<file path="config.mk">
export PLATFORM = sky130hd
export DESIGN_NAME = lfsr_seg_gen
export DESIGN_NICKNAME = d
export VERILOG_FILES = /design/src/rtl/lfsr_seg_gen.sv
export SDC_FILE = /design/constraint.sdc
export NUM_CORES = 1
export LEC_CHECK = 0
export BUFFER_PORTS_ARGS = -buffer_cell sky130_fd_sc_hd__buf_4
export CORE_AREA = 4 4 96 53
export DETAILED_ROUTE_END_ITERATION = 10
export DIE_AREA = 0 0 100 57
export PLACE_DENSITY = 0.7
export SLEW_MARGIN = 20
export SYNTH_ARGS = -nofsm -noshare
export SYNTH_HDL_FRONTEND = slang
export SYNTH_SLANG_ARGS = --single-unit
export TNS_END_PERCENT = 50
</file>
<file path="constraint.sdc">
create_clock -name clk -period 2.2 [get_ports clk]
set_input_delay 0.33 -clock clk [delete_from_list [all_inputs] [get_ports clk]]
set_output_delay 0.33 -clock clk [all_outputs]
set_load 0.03 [all_outputs]
</file>
<file path="src/rtl/lfsr_seg_gen.sv">
// +----------------------------------------------------------------------------+
// | Module   : lfsr_seg_gen                                                    |
// | Function : WIDTH-bit Fibonacci LFSR with masked feedback, stepped by a     |
// |            synchronised button edge (manual) or a prescaler (auto), with   |
// |            hex seven-segment encoding of every nibble of the value shown.  |
// |            Optional history display enabled by macro LFSR_HIST_EN.         |
// | Revision : 1.0 - initial release                                           |
// +----------------------------------------------------------------------------+
`default_nettype none

module lfsr_seg_gen #(
  parameter int               WIDTH      = 8,
  parameter logic [WIDTH-1:0] TAPS       = 8'h1D,
  parameter int               PRESCALE   = 1000,
  parameter int               HIST_DEPTH = 4
) (
  input  logic                          clk,
  input  logic                          rst,
  input  logic [WIDTH-1:0]              i_seed,
  input  logic                          i_load,
  input  logic                          i_step,
  input  logic                          i_mode,
`ifdef LFSR_HIST_EN
  input  logic [$clog2(HIST_DEPTH)-1:0] i_hist_sel,
`endif
  output logic [WIDTH-1:0]              o_rand,
  output logic [WIDTH*2-1:0]            o_seg,
  output logic                          o_step_flag
);

  localparam int c_cnt_w  = $clog2(PRESCALE);
  localparam int c_digits = WIDTH / 4;
  localparam logic [c_cnt_w-1:0] c_cnt_last = c_cnt_w'(PRESCALE - 1);

  // Hex digit to active-low {dp,g,f,e,d,c,b,a}; dp is always off.
  function automatic logic [7:0] seg7(input logic [3:0] n);
    case (n)
      4'h0: seg7 = 8'hC0;  4'h1: seg7 = 8'hF9;  4'h2: seg7 = 8'hA4;  4'h3: seg7 = 8'hB0;
      4'h4: seg7 = 8'h99;  4'h5: seg7 = 8'h92;  4'h6: seg7 = 8'h82;  4'h7: seg7 = 8'hF8;
      4'h8: seg7 = 8'h80;  4'h9: seg7 = 8'h90;  4'hA: seg7 = 8'h88;  4'hB: seg7 = 8'h83;
      4'hC: seg7 = 8'hC6;  4'hD: seg7 = 8'hA1;  4'hE: seg7 = 8'h86;  default: seg7 = 8'h8E;
    endcase
  endfunction

  logic [2:0]         r_load_sync;
  logic [2:0]         r_step_sync;
  logic [WIDTH-1:0]   r_lfsr;
  logic [c_cnt_w-1:0] r_cnt;
  logic               r_flag;

  logic               w_load_edge;
  logic               w_step_edge;
  logic               w_step;
  logic               w_tick;
  logic               w_fb;
  logic [WIDTH-1:0]   w_lfsr_nxt;
  logic [WIDTH-1:0]   w_disp;

  // Two synchroniser flops plus one edge-detect flop per button.
  always_ff @(posedge clk or negedge rst) begin
    if (!rst) begin
      r_load_sync <= 3'b000;
      r_step_sync <= 3'b000;
    end else begin
      r_load_sync <= {r_load_sync[1:0], i_load};
      r_step_sync <= {r_step_sync[1:0], i_step};
    end
  end

  assign w_load_edge = r_load_sync[1] & ~r_load_sync[2];
  assign w_step_edge = r_step_sync[1] & ~r_step_sync[2];

  // Update source selection: load beats any step; manual edges only count in manual mode.
  always_comb begin
    w_tick = i_mode & (r_cnt == c_cnt_last);
    w_step = (~i_mode & w_step_edge) | w_tick;
    w_fb   = ^(r_lfsr & TAPS);
    w_lfsr_nxt = r_lfsr;
    if (w_load_edge) begin
      // An all-zero seed would lock the LFSR, so substitute 1.
      w_lfsr_nxt = (i_seed == '0) ? WIDTH'(1) : i_seed;
    end else if (w_step) begin
      w_lfsr_nxt = {w_fb, r_lfsr[WIDTH-1:1]};
    end
  end

  // LFSR register and one-cycle update flag.
  always_ff @(posedge clk or negedge rst) begin
    if (!rst) begin
      r_lfsr <= WIDTH'(1);
      r_flag <= 1'b0;
    end else begin
      r_lfsr <= w_lfsr_nxt;
      r_flag <= w_load_edge | w_step;
    end
  end

  // Prescaler: held at 0 in manual mode so the first auto step is PRESCALE cycles in.
  always_ff @(posedge clk or negedge rst) begin
    if (!rst) begin
      r_cnt <= '0;
    end else if (!i_mode || w_load_edge || (r_cnt == c_cnt_last)) begin
      r_cnt <= '0;
    end else begin
      r_cnt <= r_cnt + 1'b1;
    end
  end

`ifdef LFSR_HIST_EN
  localparam int c_hist_w = $clog2(HIST_DEPTH);

  logic [WIDTH-1:0]    r_hist [HIST_DEPTH];
  logic [c_hist_w-1:0] r_wr_ptr;
  logic [c_hist_w-1:0] w_rd_idx;

  // Circular history: the value being replaced is stored on each update.
  always_ff @(posedge clk or negedge rst) begin
    if (!rst) begin
      for (int i = 0; i < HIST_DEPTH; i++) r_hist[i] <= '0;
      r_wr_ptr <= '0;
    end else if (w_load_edge || w_step) begin
      r_hist[r_wr_ptr] <= r_lfsr;
      r_wr_ptr         <= r_wr_ptr + 1'b1;
    end
  end

  // Entry written n updates ago sits n slots behind the write pointer.
  assign w_rd_idx = r_wr_ptr - i_hist_sel;
  assign w_disp   = (i_hist_sel == '0) ? r_lfsr : r_hist[w_rd_idx];
`else
  assign w_disp = r_lfsr;
`endif

  for (genvar d = 0; d < c_digits; d++) begin : g_seg
    assign o_seg[8*d +: 8] = seg7(w_disp[4*d +: 4]);
  end

  assign o_rand      = r_lfsr;
  assign o_step_flag = r_flag;

endmodule

`default_nettype wire
</file>
# After elaboration in Yosys (flattened, before gate mapping)
# Memory sizes are Yosys's and may differ from the RTL's.
# Cells that the tools add are included.
classes:
  n_mux: 4
  bitwise: 9
  add_sub_neg: 1
  eq_ne: 1
  n_reduce_logical: 6
op_table:
  columns: ["operator", "count"]
  rows:
  - ["2-to-1 mux 8 bit", 3]
  - ["adder 10 x 1 -> 10 bit, second input constant", 1]
  - ["== test 10 bit, second input constant", 1]
  - ["2-to-1 mux 10 bit", 1]
  - ["zero test 8 bit", 1]
  - ["parity 8 bit", 1]
  - ["AND 1 bit", 4]
  - ["inverter 1 bit", 3]
  - ["logical OR 1 bit", 2]
  - ["bitwise OR 1 bit", 2]
  - ["nonzero test 2 bit", 1]
  - ["zero test 1 bit", 1]
word_totals:
  register_bits: 25
  output_inout_bits: 25
  rom_bits: 224
  wordCells: 28
  n_memories: 2
mem_list:
  columns: ["name", "depth", "word_bits", "rd", "rd_ports_with_merged_regs", "write_ports", "line", "source"]
  rows:
  - ["(no name shown)", 16, 7, 1, 0, 0, "37", "case (n)"]
  - ["(no name shown)", 16, 7, 1, 0, 0, "37", null]

# Depth between registers and ports, before layout
# Gate-level depths: netlist of run 1.
logic_depth:
  ltp_word: 6
  mapped_depth: 5

# Worst setup path before layout of run 1
# Ideal clock, no wire load.
synth_path:
  path_type: "register -> output"
  startpoint: "register r_lfsr[4] (netlist: o_rand[4])"
  endpoint: "output o_seg[13]"
  t_arrival_ps: 1806
  path_buffers: 0
  path_stages_with_launch: 4
  slack_ps: 64
  t_required_ps: 1870
  path_cell_list: "dfrtp_1 inv_1 ha_1 o31ai_1"
synth_between:
  elab_chain_cells: 1
synth_rtl:
  columns: ["item", "line", "source"]
  rows:
  - ["start: declaration", "47", "logic [WIDTH-1:0] r_lfsr;"]
  - ["start signal: assignment", "93", "r_lfsr <= w_lfsr_nxt;"]
  - ["memory read (16 x 7 bit)", null, null]
  - ["end: declaration", "27", "output logic [WIDTH*2-1:0] o_seg,"]
# No other way between the ends.

# Worst setup path in the final report of run 1
layout_path:
  startpoint: "register r_lfsr[0] (netlist: o_rand[0])"
  endpoint: "output o_seg[0]"
# The elaborated chain is that of the path after synthesis.

==> results of run 1 <==
[area by class of cell]
type	count	area share (%)
multi-input combinational	118	45.1
timing repair buffer	53	18.8
clock buffer	3	1.90
inverter	8	1.61
tap	57	3.28
clock inverter	1	0.403
sequential	25	29.0
[worst paths after layout]
kind,start,endpoint,slack [ns]
worst max-delay path,o_rand[0]$_DFFE_PN1P_,o_seg[0],0.03
worst min-delay path,i_step,r_step_sync[0]$_DFF_PN0_,0.14
worst max register to register,r_cnt[0]$_DFF_PN0_,o_rand[3]$_DFFE_PN0P_,0.51
worst min register to register,r_load_sync[0]$_DFF_PN0_,r_load_sync[1]$_DFF_PN0_,0.36
max in group asynchronous,rst,o_rand[0]$_DFFE_PN1P_,1.43
min in group asynchronous,rst,r_load_sync[0]$_DFF_PN0_,0.47
[cell families after synthesis]
family,after synthesis,share of synthesized area [%]
compound gates,19,9.15
xor+xnor,11,5.87
simple gates,51,15.7
buf+inv,16,4.27
other cells,1,0.228
flops,25,38.2
fa+ha+maj,13,9.91
mux,22,16.7
[power by group through the flow]
stage	registers (mW)	clock network [mW]	logic, mW
after floorplan	0.792	0	1.26
after global placement	0.700	0	2.05
after detailed placement	0.708	0	2.05
after CTS	0.683	0.302	2.14
after global routing	0.716	0.323	2.46
final	0.694	0.296	2.30
[metrics by stage]
step                util [%]  TNS, ns  worst slack, ns  total power [mW]
floorplan                  -        0           0.0643              2.05
global placement        47.2        0            0.170              2.75
detailed placement      47.2        0            0.170              2.76
CTS                     49.4        0         0.000375              3.12
global route            51.3  -0.0751          -0.0435              3.50
finish                  51.3        0           0.0334              3.29
[worst max-delay path: stages, from the launching register on]
cell,delay [ns]
dfstp_2,0.60
ha_2,0.19
nor2b_1,0.05
or3b_2,0.48
o21ai_2,0.09
buf_6,0.15
[cells in the mapped netlist, types with 3 or more instances]
library cell  instances
dfrtp_1              24
nand3_1               3
xor2_1                5
mux2_2                3
xnor2_1               6
a22o_1                4
inv_1                 8
clkbuf_1              4
mux2_4                5
mux2i_1              12
nor2_1               19
o21ai_0               6
nor2b_1               3
ha_1                 13
nand2_1              13
a21oi_1               3
[registers in the layout, indices dropped and copies added (netlist names)]
register / cells
r_cnt: 10
o_rand: 8
r_load_sync: 3
r_step_sync: 3
o_step_flag: 1
[layer usage]
layer  up-vias  global-route usage (%)  wire [um]
met3         2                    3.91        239
li1        645                       -          -
met2        24                    17.3       1500
met5         -                       0          0
met1       619                    22.3       2030
met4         0                    2.88         23
[what timing repair did]
| action | CTS | global route |
|---|---|---|
| endpoints found under the setup margin | 5 | 4 |
| endpoints found under the hold margin | 24 | 0 |
| setup buffers | 3 | 6 |
| resized for setup | 7 | 11 |
| hold buffers | 1 | 0 |
[cell usage in the layout, fill, tap and decap left out, types with 2 or more instances in the layout]
| master | synthesis | final |
|---|---|---|
| xnor2_1 | 6 | 6 |
| buf_4 | 2 | 50 |
| nand2_1 | 13 | 13 |
| a21oi_1 | 3 | 3 |
| and4_1 | 2 | 2 |
| nor2b_1 | 3 | 3 |
| conb_1 | 1 | 2 |
| mux4_2 | 2 | 2 |
| nand3_1 | 3 | 3 |
| dfrtp_1 | 24 | 22 |
| nor2_1 | 19 | 19 |
| mux2_2 | 3 | 3 |
| a22o_1 | 4 | 4 |
| inv_4 | 0 | 2 |
| inv_1 | 8 | 3 |
| and3_1 | 2 | 2 |
| ha_4 | 0 | 2 |
| a32o_1 | 2 | 2 |
| o21ai_0 | 6 | 4 |
| buf_6 | 0 | 2 |
| or3b_2 | 2 | 2 |
| clkbuf_8 | 0 | 3 |
| ha_1 | 13 | 10 |
| xor2_1 | 5 | 5 |
| inv_2 | 0 | 3 |
| mux2_4 | 5 | 5 |
| mux2i_1 | 12 | 12 |
| dfrtp_2 | 0 | 2 |
==> results.yml, run 1 <==
global_routing:
  grt_pass1_wl_mm: 6.16
  antenna_found_initial: 0
  grt_usage_pct: 13.7
  grt_max_degree: 26
  overflow: 0
  grt_pass1_vias: 1181
layout:
  multiInputGateArea_um2: 980
  layout-drive-gt1-share_pct: 40.4
  stdcell_area_mm2: 0.00217
  fillers: 378
  stdcell_count: 265
  syn2layout_area_growth_pct: 32.4
  final-seq-area_um2: 629
  fin_nets: 235
  insertedDiodeCount: 0
setup_path:
  path_max_fanout: 4
  worst_ep_required_time_ns: 1.87
  arrival_ns: 1.84
  r2r_cells: 5
  cp-start-kind: "flop"
  crit_path_end_kind: "primary output"
  crit_type: "reg2out"
run:
  drv_cap: 0
synthesis:
  asyncSetResetFlopFracSynth_pct: 100
  synth_top_area_cell: "dfrtp_1"
  ys_seq_area_share_pct: 38.2
  syn_area_mm2: 0.00164
  yosys_warnings: 0
  ys_dominant_reg_cell: "dfrtp_1"
  synth_cells: 158
  ys_types: 36
  yosysTopAreaCellShare_pct: 36.6
  synth-seq-cells: 25
  synth.avg_cell_area_um2: 10.4
  synthTopCellsByArea: "dfrtp_1 37%, ha_1 9.9%, mux2i_1 7.3%, mux2_4 4.6%, nor2_1 4.3%"
  synth_edf_count: 0
pwr:
  switching_power_mw: 1.57
  power.share.sequential_pct: 21.1
  swShare_pct: 47.7
  pwr-share-comb_pct: 69.9
  powerDensity_mw_per_mm2: 1510
  internal-power_mw: 1.72
  cellLeakagePower_nw: 1.06
  vdd_drop_max_uv: 582
  clkPwrFrac_pct: 9.0
route:
  drc: 0
  final_antenna_net_count: 0
  first_iter_violations: 50
  dr_total_vias: 1290
  routedWlPerCell_um: 14.3
  vias_per_cell: 4.87
  first_pass_iters: 4
  routed_wl_mm: 3.79
timing:
  fin_skew_ns: 0.00803
  min_period_ns: 2.17
  finalSetupViolCount: 0
  fin_crit_sh_pct: 98.5
  finalMaxSlewViolations: 0
  tightest_slew_ns: 0.672
  slew_headroom_pct: 55.1
  grt_setup_unrepaired: "yes"
  hold_slack_ns: 0.145
  fmax_mhz: 462
  hold_viol: 0
clock_tree:
  clk_pin_slew_ns: 0.10
  cts_sinks: 25
  numCtsBuffers: 3
  htreeDepth: 1
  root_buffer: "clkbuf_8"
  clock_path_buffers: 2
  cts_tree: "built"
  worstSkewPairLatency_ns: 0.28
floorplan:
  die_h_um: 57
  std_cell_rows: 17
  ios: 38
  core_area_mm2: 0.00423
  fp.dieW_um: 100
  die-area_mm2: 0.00570
  initial_core_util_pct: 38.8
placement:
  place_inst: 251
  io_buffers: 35
  post-dp-hpwl_mm: 2.85
  placed_cell_area_mm2: 0.00200
  place.gp.congestion: 0.828
run_status:
  status: "complete, no violations"
min_path:
  min_path_type: "in2reg"
  holdPathStages: 1
(Power assumes the default switching activity.)
==> run 2: changes to the inputs <==
--- a/config.mk
+++ b/config.mk
@@ -10,6 +10,7 @@
 export DETAILED_ROUTE_END_ITERATION = 10
 export DIE_AREA = 0 0 100 57
 export PLACE_DENSITY = 0.7
+export SETUP_SLACK_MARGIN = 0.15
 export SLEW_MARGIN = 20
 export SYNTH_ARGS = -nofsm -noshare
 export SYNTH_HDL_FRONTEND = slang
==> results.yml, run 2 (synthesis gave the netlist of run 1 again) <==
run_status:
  status: "complete, no violations"
layout:
  insertedDiodeCount: 0
  layout-drive-gt1-share_pct: 43.3
  layout_commonest_cell: "buf_4"
  stdcell_count: 265
  syn2layout_area_growth_pct: 35.6
  stdcell_area_mm2: 0.00223
  fillers: 364
  largest_register_ffs: 10
  regMostFlops: "r_cnt"
  final_cell_mix: "47 x buf_4, 20 x dfrtp_1, 19 x nor2_1"
  post-route-util_pct: 52.6
  fin_nets: 235
route:
  final_antenna_net_count: 0
  dr_total_vias: 1281
  vias_per_cell: 4.83
  first_pass_iters: 4
  routedWlPerCell_um: 14.1
  drc: 0
  first_iter_violations: 87
  routed_wl_mm: 3.74
timing:
  layout_setup_ws_ns: 0.0682
  finalMaxSlewViolations: 0
  min_period_ns: 2.13
  finalSetupViolCount: 0
  hold_slack_ns: 0.153
  fin_crit_sh_pct: 96.9
  fmax_mhz: 469
  tightest_slew_ns: 0.651
  slew_headroom_pct: 56.5
  fin_skew_ns: 0.00796
  hold_viol: 0
  tns_ns: 0
  grt_setup_unrepaired: "yes"
floorplan:
  die_h_um: 57
  die-area_mm2: 0.00570
  fp.dieW_um: 100
  std_cell_rows: 17
  ios: 38
  initial_core_util_pct: 38.8
  core_area_mm2: 0.00423
global_routing:
  grt_max_degree: 26
  use_met1_pct: 21.4
  grt_pass1_wl_mm: 6.22
  antenna_found_initial: 0
  overflow: 0
  grt_pass1_vias: 1243
  grtUsageMet2_pct: 19.1
  grt_usage_pct: 13.7
  busiest_layer: "met1"
  use_met3_pct: 3.30
placement:
  post-place-ws_ns: 0.141
  io_buffers: 35
  placed_cell_area_mm2: 0.00200
  place.gp.congestion: 0.827
  place_inst: 251
  post-dp-hpwl_mm: 2.68
setup_path:
  cpMaxStageDelayCell: "dfstp_2"
  worst_ep_required_time_ns: 1.87
  cp-start-kind: "flop"
  slowest_delay_ns: 0.58
  crit_path_cell_trace: "inv_4 -> ha_4 -> inv_2 -> mux4_2 -> buf_6"
  crit_type: "reg2out"
  crit_path_end_kind: "primary output"
  path_max_fanout: 4
  arrival_ns: 1.80
pwr:
  total_power_mw: 3.39
  powerDensity_mw_per_mm2: 1520
  cellLeakagePower_nw: 1.07
  vdd_drop_max_uv: 537
clock_tree:
  worstSkewPairLatency_ns: 0.28
  numCtsBuffers: 3
  cts_tree: "built"
  clock_path_buffers: 2
  htreeDepth: 1
  cts_sinks: 25
  root_buffer: "clkbuf_8"
  clk_pin_slew_ns: 0.09
min_path:
  min_path_type: "in2reg"
run:
  drv_cap: 0
run 2: repair_timing:
item | in CTS | in global routing
pin swaps | 0 | 2
gates resized for setup | 15 | 15
hold endpoints to repair | 24 | 0
hold buffers | 1 | 0
setup buffers | 7 | 2
setup endpoints to repair | 9 | 11
cloned | 0 | 0
run 2: area by class of cell:
type	instances	area, um^2	share of cell area (%)
flip-flops and latches	25	632	28.4
clock buffers	3	41.3	1.85
multi-input cells	118	1020	45.6
well taps	57	71.3	3.20
inverters	8	37.5	1.69
repair buffers	53	419	18.8
clock inverters	1	8.76	0.393
run 2: routing by layer:
layer / wire length (um) / vias to the layer above
met5: 0 / -
met4: 30 / 0
met3: 192 / 5
met2: 1500 / 28
met1: 2020 / 603
li1: - / 645
run 2: worst paths after layout:
path / endpoint / slack, ns / start / cells after the start
worst max-delay path: o_seg[3] / 0.07 / o_rand[0]$_DFFE_PN1P_ / 5
worst min-delay path: r_load_sync[0]$_DFF_PN0_ / 0.15 / i_load / 1
worst max register to register: o_rand[7]$_DFFE_PN0P_ / 0.51 / r_cnt[0]$_DFF_PN0_ / 5
worst min register to register: r_load_sync[1]$_DFF_PN0_ / 0.37 / r_load_sync[0]$_DFF_PN0_ / 0
max in group asynchronous: o_rand[0]$_DFFE_PN1P_ / 1.43 / rst / 2
min in group asynchronous: r_step_sync[1]$_DFF_PN0_ / 0.47 / rst / 2
run 2: power breakdown:
part	internal, mW	total, mW	switching, mW	leakage (nW)
clock	0.133	0.287	0.154	0.0261
combinational	1.09	2.41	1.32	0.734
sequential	0.550	0.694	0.144	0.311
total	1.77	3.39	1.62	1.07
run 2: critical path, delay by kind of cell (launching register included):
| kind | cells | cell delay, ns |
|---|---|---|
| flip-flops | 1 | 0.58 |
| adder cells (fa/ha/maj) | 1 | 0.26 |
| buffers and inverters | 3 | 0.24 |
| multiplexers | 1 | 0.45 |
==> run 3: changes to the inputs <==
--- a/config.mk
+++ b/config.mk
@@ -5,7 +5,7 @@
 export SDC_FILE = /design/constraint.sdc
 export NUM_CORES = 1
 export LEC_CHECK = 0
-export BUFFER_PORTS_ARGS = -buffer_cell sky130_fd_sc_hd__buf_4
+export BUFFER_PORTS_ARGS = -buffer_cell sky130_fd_sc_hd__buf_2
 export CORE_AREA = 4 4 96 53
 export DETAILED_ROUTE_END_ITERATION = 10
 export DIE_AREA = 0 0 100 57
==> results.yml, run 3 (synthesis gave the netlist of run 1 again) <==
timing:
  finalMaxSlewViolations: 0
  slew_headroom_pct: 55.7
  hold_viol: 0
  fmax_mhz: 456
  fin_skew_ns: 0.00852
  hold_slack_ns: 0.0378
  grt_setup_unrepaired: "yes"
  finalSetupViolCount: 0
  tightest_slew_ns: 0.662
  fin_crit_sh_pct: 99.6
  min_period_ns: 2.19
pwr:
  pwr-share-comb_pct: 72.2
  swShare_pct: 48.6
  power.share.sequential_pct: 19.9
  powerDensity_mw_per_mm2: 1560
  switching_power_mw: 1.71
  internal-power_mw: 1.81
  cellLeakagePower_nw: 1.08
  vdd_drop_max_uv: 507
  clkPwrFrac_pct: 8.0
layout:
  regMostFlops: "r_cnt"
  largest_register_ffs: 10
  post-route-util_pct: 53.4
  final_cell_mix: "29 x buf_2, 22 x dfrtp_1, 20 x buf_4"
  fillers: 374
  fin_nets: 240
  layout_commonest_cell: "buf_2"
  layout-drive-gt1-share_pct: 46.5
  insertedDiodeCount: 0
  syn2layout_area_growth_pct: 37.7
route:
  drc: 0
  vias_per_cell: 4.91
  first_pass_iters: 4
  first_iter_violations: 79
  routedWlPerCell_um: 15.4
  dr_total_vias: 1327
  routed_wl_mm: 4.16
  final_antenna_net_count: 0
setup_path:
  reg2reg_from: "o_rand[4]$_DFFE_PN0P_"
  path_max_fanout: 4
  cp-start-kind: "flop"
  crit_path_cell_trace: "inv_4 -> ha_4 -> inv_2 -> mux4_2 -> buf_6"
  cpMaxStageDelayCell: "dfstp_2"
  worst_ep_required_time_ns: 1.87
  crit_type: "reg2out"
  slowest_delay_ns: 0.62
  crit_path_end_kind: "primary output"
  r2r_cells: 8
  r2r_end: "o_rand[7]$_DFFE_PN0P_"
  arrival_ns: 1.86
  rrSetupSlack_ns: 0.40
global_routing:
  grt_pass1_wl_mm: 6.58
  grt_pass1_vias: 1250
  grt_max_degree: 26
  grt_usage_pct: 14.4
  antenna_found_initial: 0
  overflow: 0
floorplan:
  core_area_mm2: 0.00423
  initial_core_util_pct: 38.8
  die-area_mm2: 0.00570
  std_cell_rows: 17
  die_h_um: 57
  fp.dieW_um: 100
  ios: 38
placement:
  io_buffers: 35
  post-dp-hpwl_mm: 2.75
  place.gp.congestion: 0.911
clock_tree:
  numCtsBuffers: 3
  htreeDepth: 1
  cts_tree: "built"
  cts_sinks: 25
  clk_pin_slew_ns: 0.10
  root_buffer: "clkbuf_8"
  cts_hold_buffers: 0
  worstSkewPairLatency_ns: 0.27
  clock_path_buffers: 2
run:
  drv_cap: 0
run_status:
  status: "complete, no violations"
min_path:
  min_path_type: "in2async"
[run 3: metal layers]
metal | share of wire [%] | GRT usage [%] | vias to the layer above
met2 | 40 | 18.9 | 32
met4 | 0.34 | 1.54 | 0
met1 | 54 | 23.9 | 639
li1 | - | - | 654
met3 | 4.8 | 3.54 | 2
met5 | 0 | 0 | -
[run 3: worst max path at each step]
stage | startpoint | end | cells after the start
finish | o_rand[0]$_DFFE_PN1P_ | o_seg[3] | 5
global route | o_rand[0]$_DFFE_PN1P_ | o_seg[0] | 7
CTS | o_rand[4]$_DFFE_PN0P_ | o_seg[8] | 6
detailed placement | o_rand[5]$_DFFE_PN0P_ | o_seg[8] | 6
global placement | o_rand[5]$_DFFE_PN0P_ | o_seg[8] | 6
floorplan | o_rand[3]$_DFFE_PN0P_ | o_seg[0] | 4
[run 3: cell type report]
cell class	instances	area (um^2)	area share (%)
clock buffer	3	41.3	1.83
inverter	8	42.5	1.88
tap	57	71.3	3.15
timing repair buffer	58	397	17.5
sequential	25	629	27.8
clock inverter	1	7.51	0.332
multi-input combinational	118	1070	47.4
[run 3: per-stage QoR]
stage                     power [mW]  cell area (um^2)  std cells  worst slack (ns)  TNS, ns
after floorplan                 2.07              1650        159            0.0907        0
after global placement          2.57              1900        249             0.101        0
after detailed placement        2.58              1900        249            0.0814        0
after CTS                       3.29              2180        266            0.0295        0
after global routing            3.73              2260        270           -0.0631   -0.112
final                           3.52              2260        270           0.00931        0
[run 3: power groups by stage]
stage          clock [mW]  sequential [mW]  combinational (mW)
4_1_cts             0.287            0.694                2.30
6_report            0.280            0.700                2.54
5_1_grt             0.310            0.716                2.70
3_3_place_gp            0            0.696                1.87
3_5_place_dp            0            0.701                1.88
2_1_floorplan           0            0.792                1.28
[run 3: timing repair]
action                                  in CTS  in global routing
endpoints found under the setup margin       9                 10
resized for setup                           35                 17
buffers inserted                            13                  4
pin swaps                                    3                  7
cloned                                       0                  0
[run 3: worst max-delay path: cells and delay by family, from the launching register on]
family | cells | cell delay, ns
flip-flops | 1 | 0.62
multiplexers | 1 | 0.46
adder cells (fa/ha/maj) | 1 | 0.26
buffers and inverters | 3 | 0.25
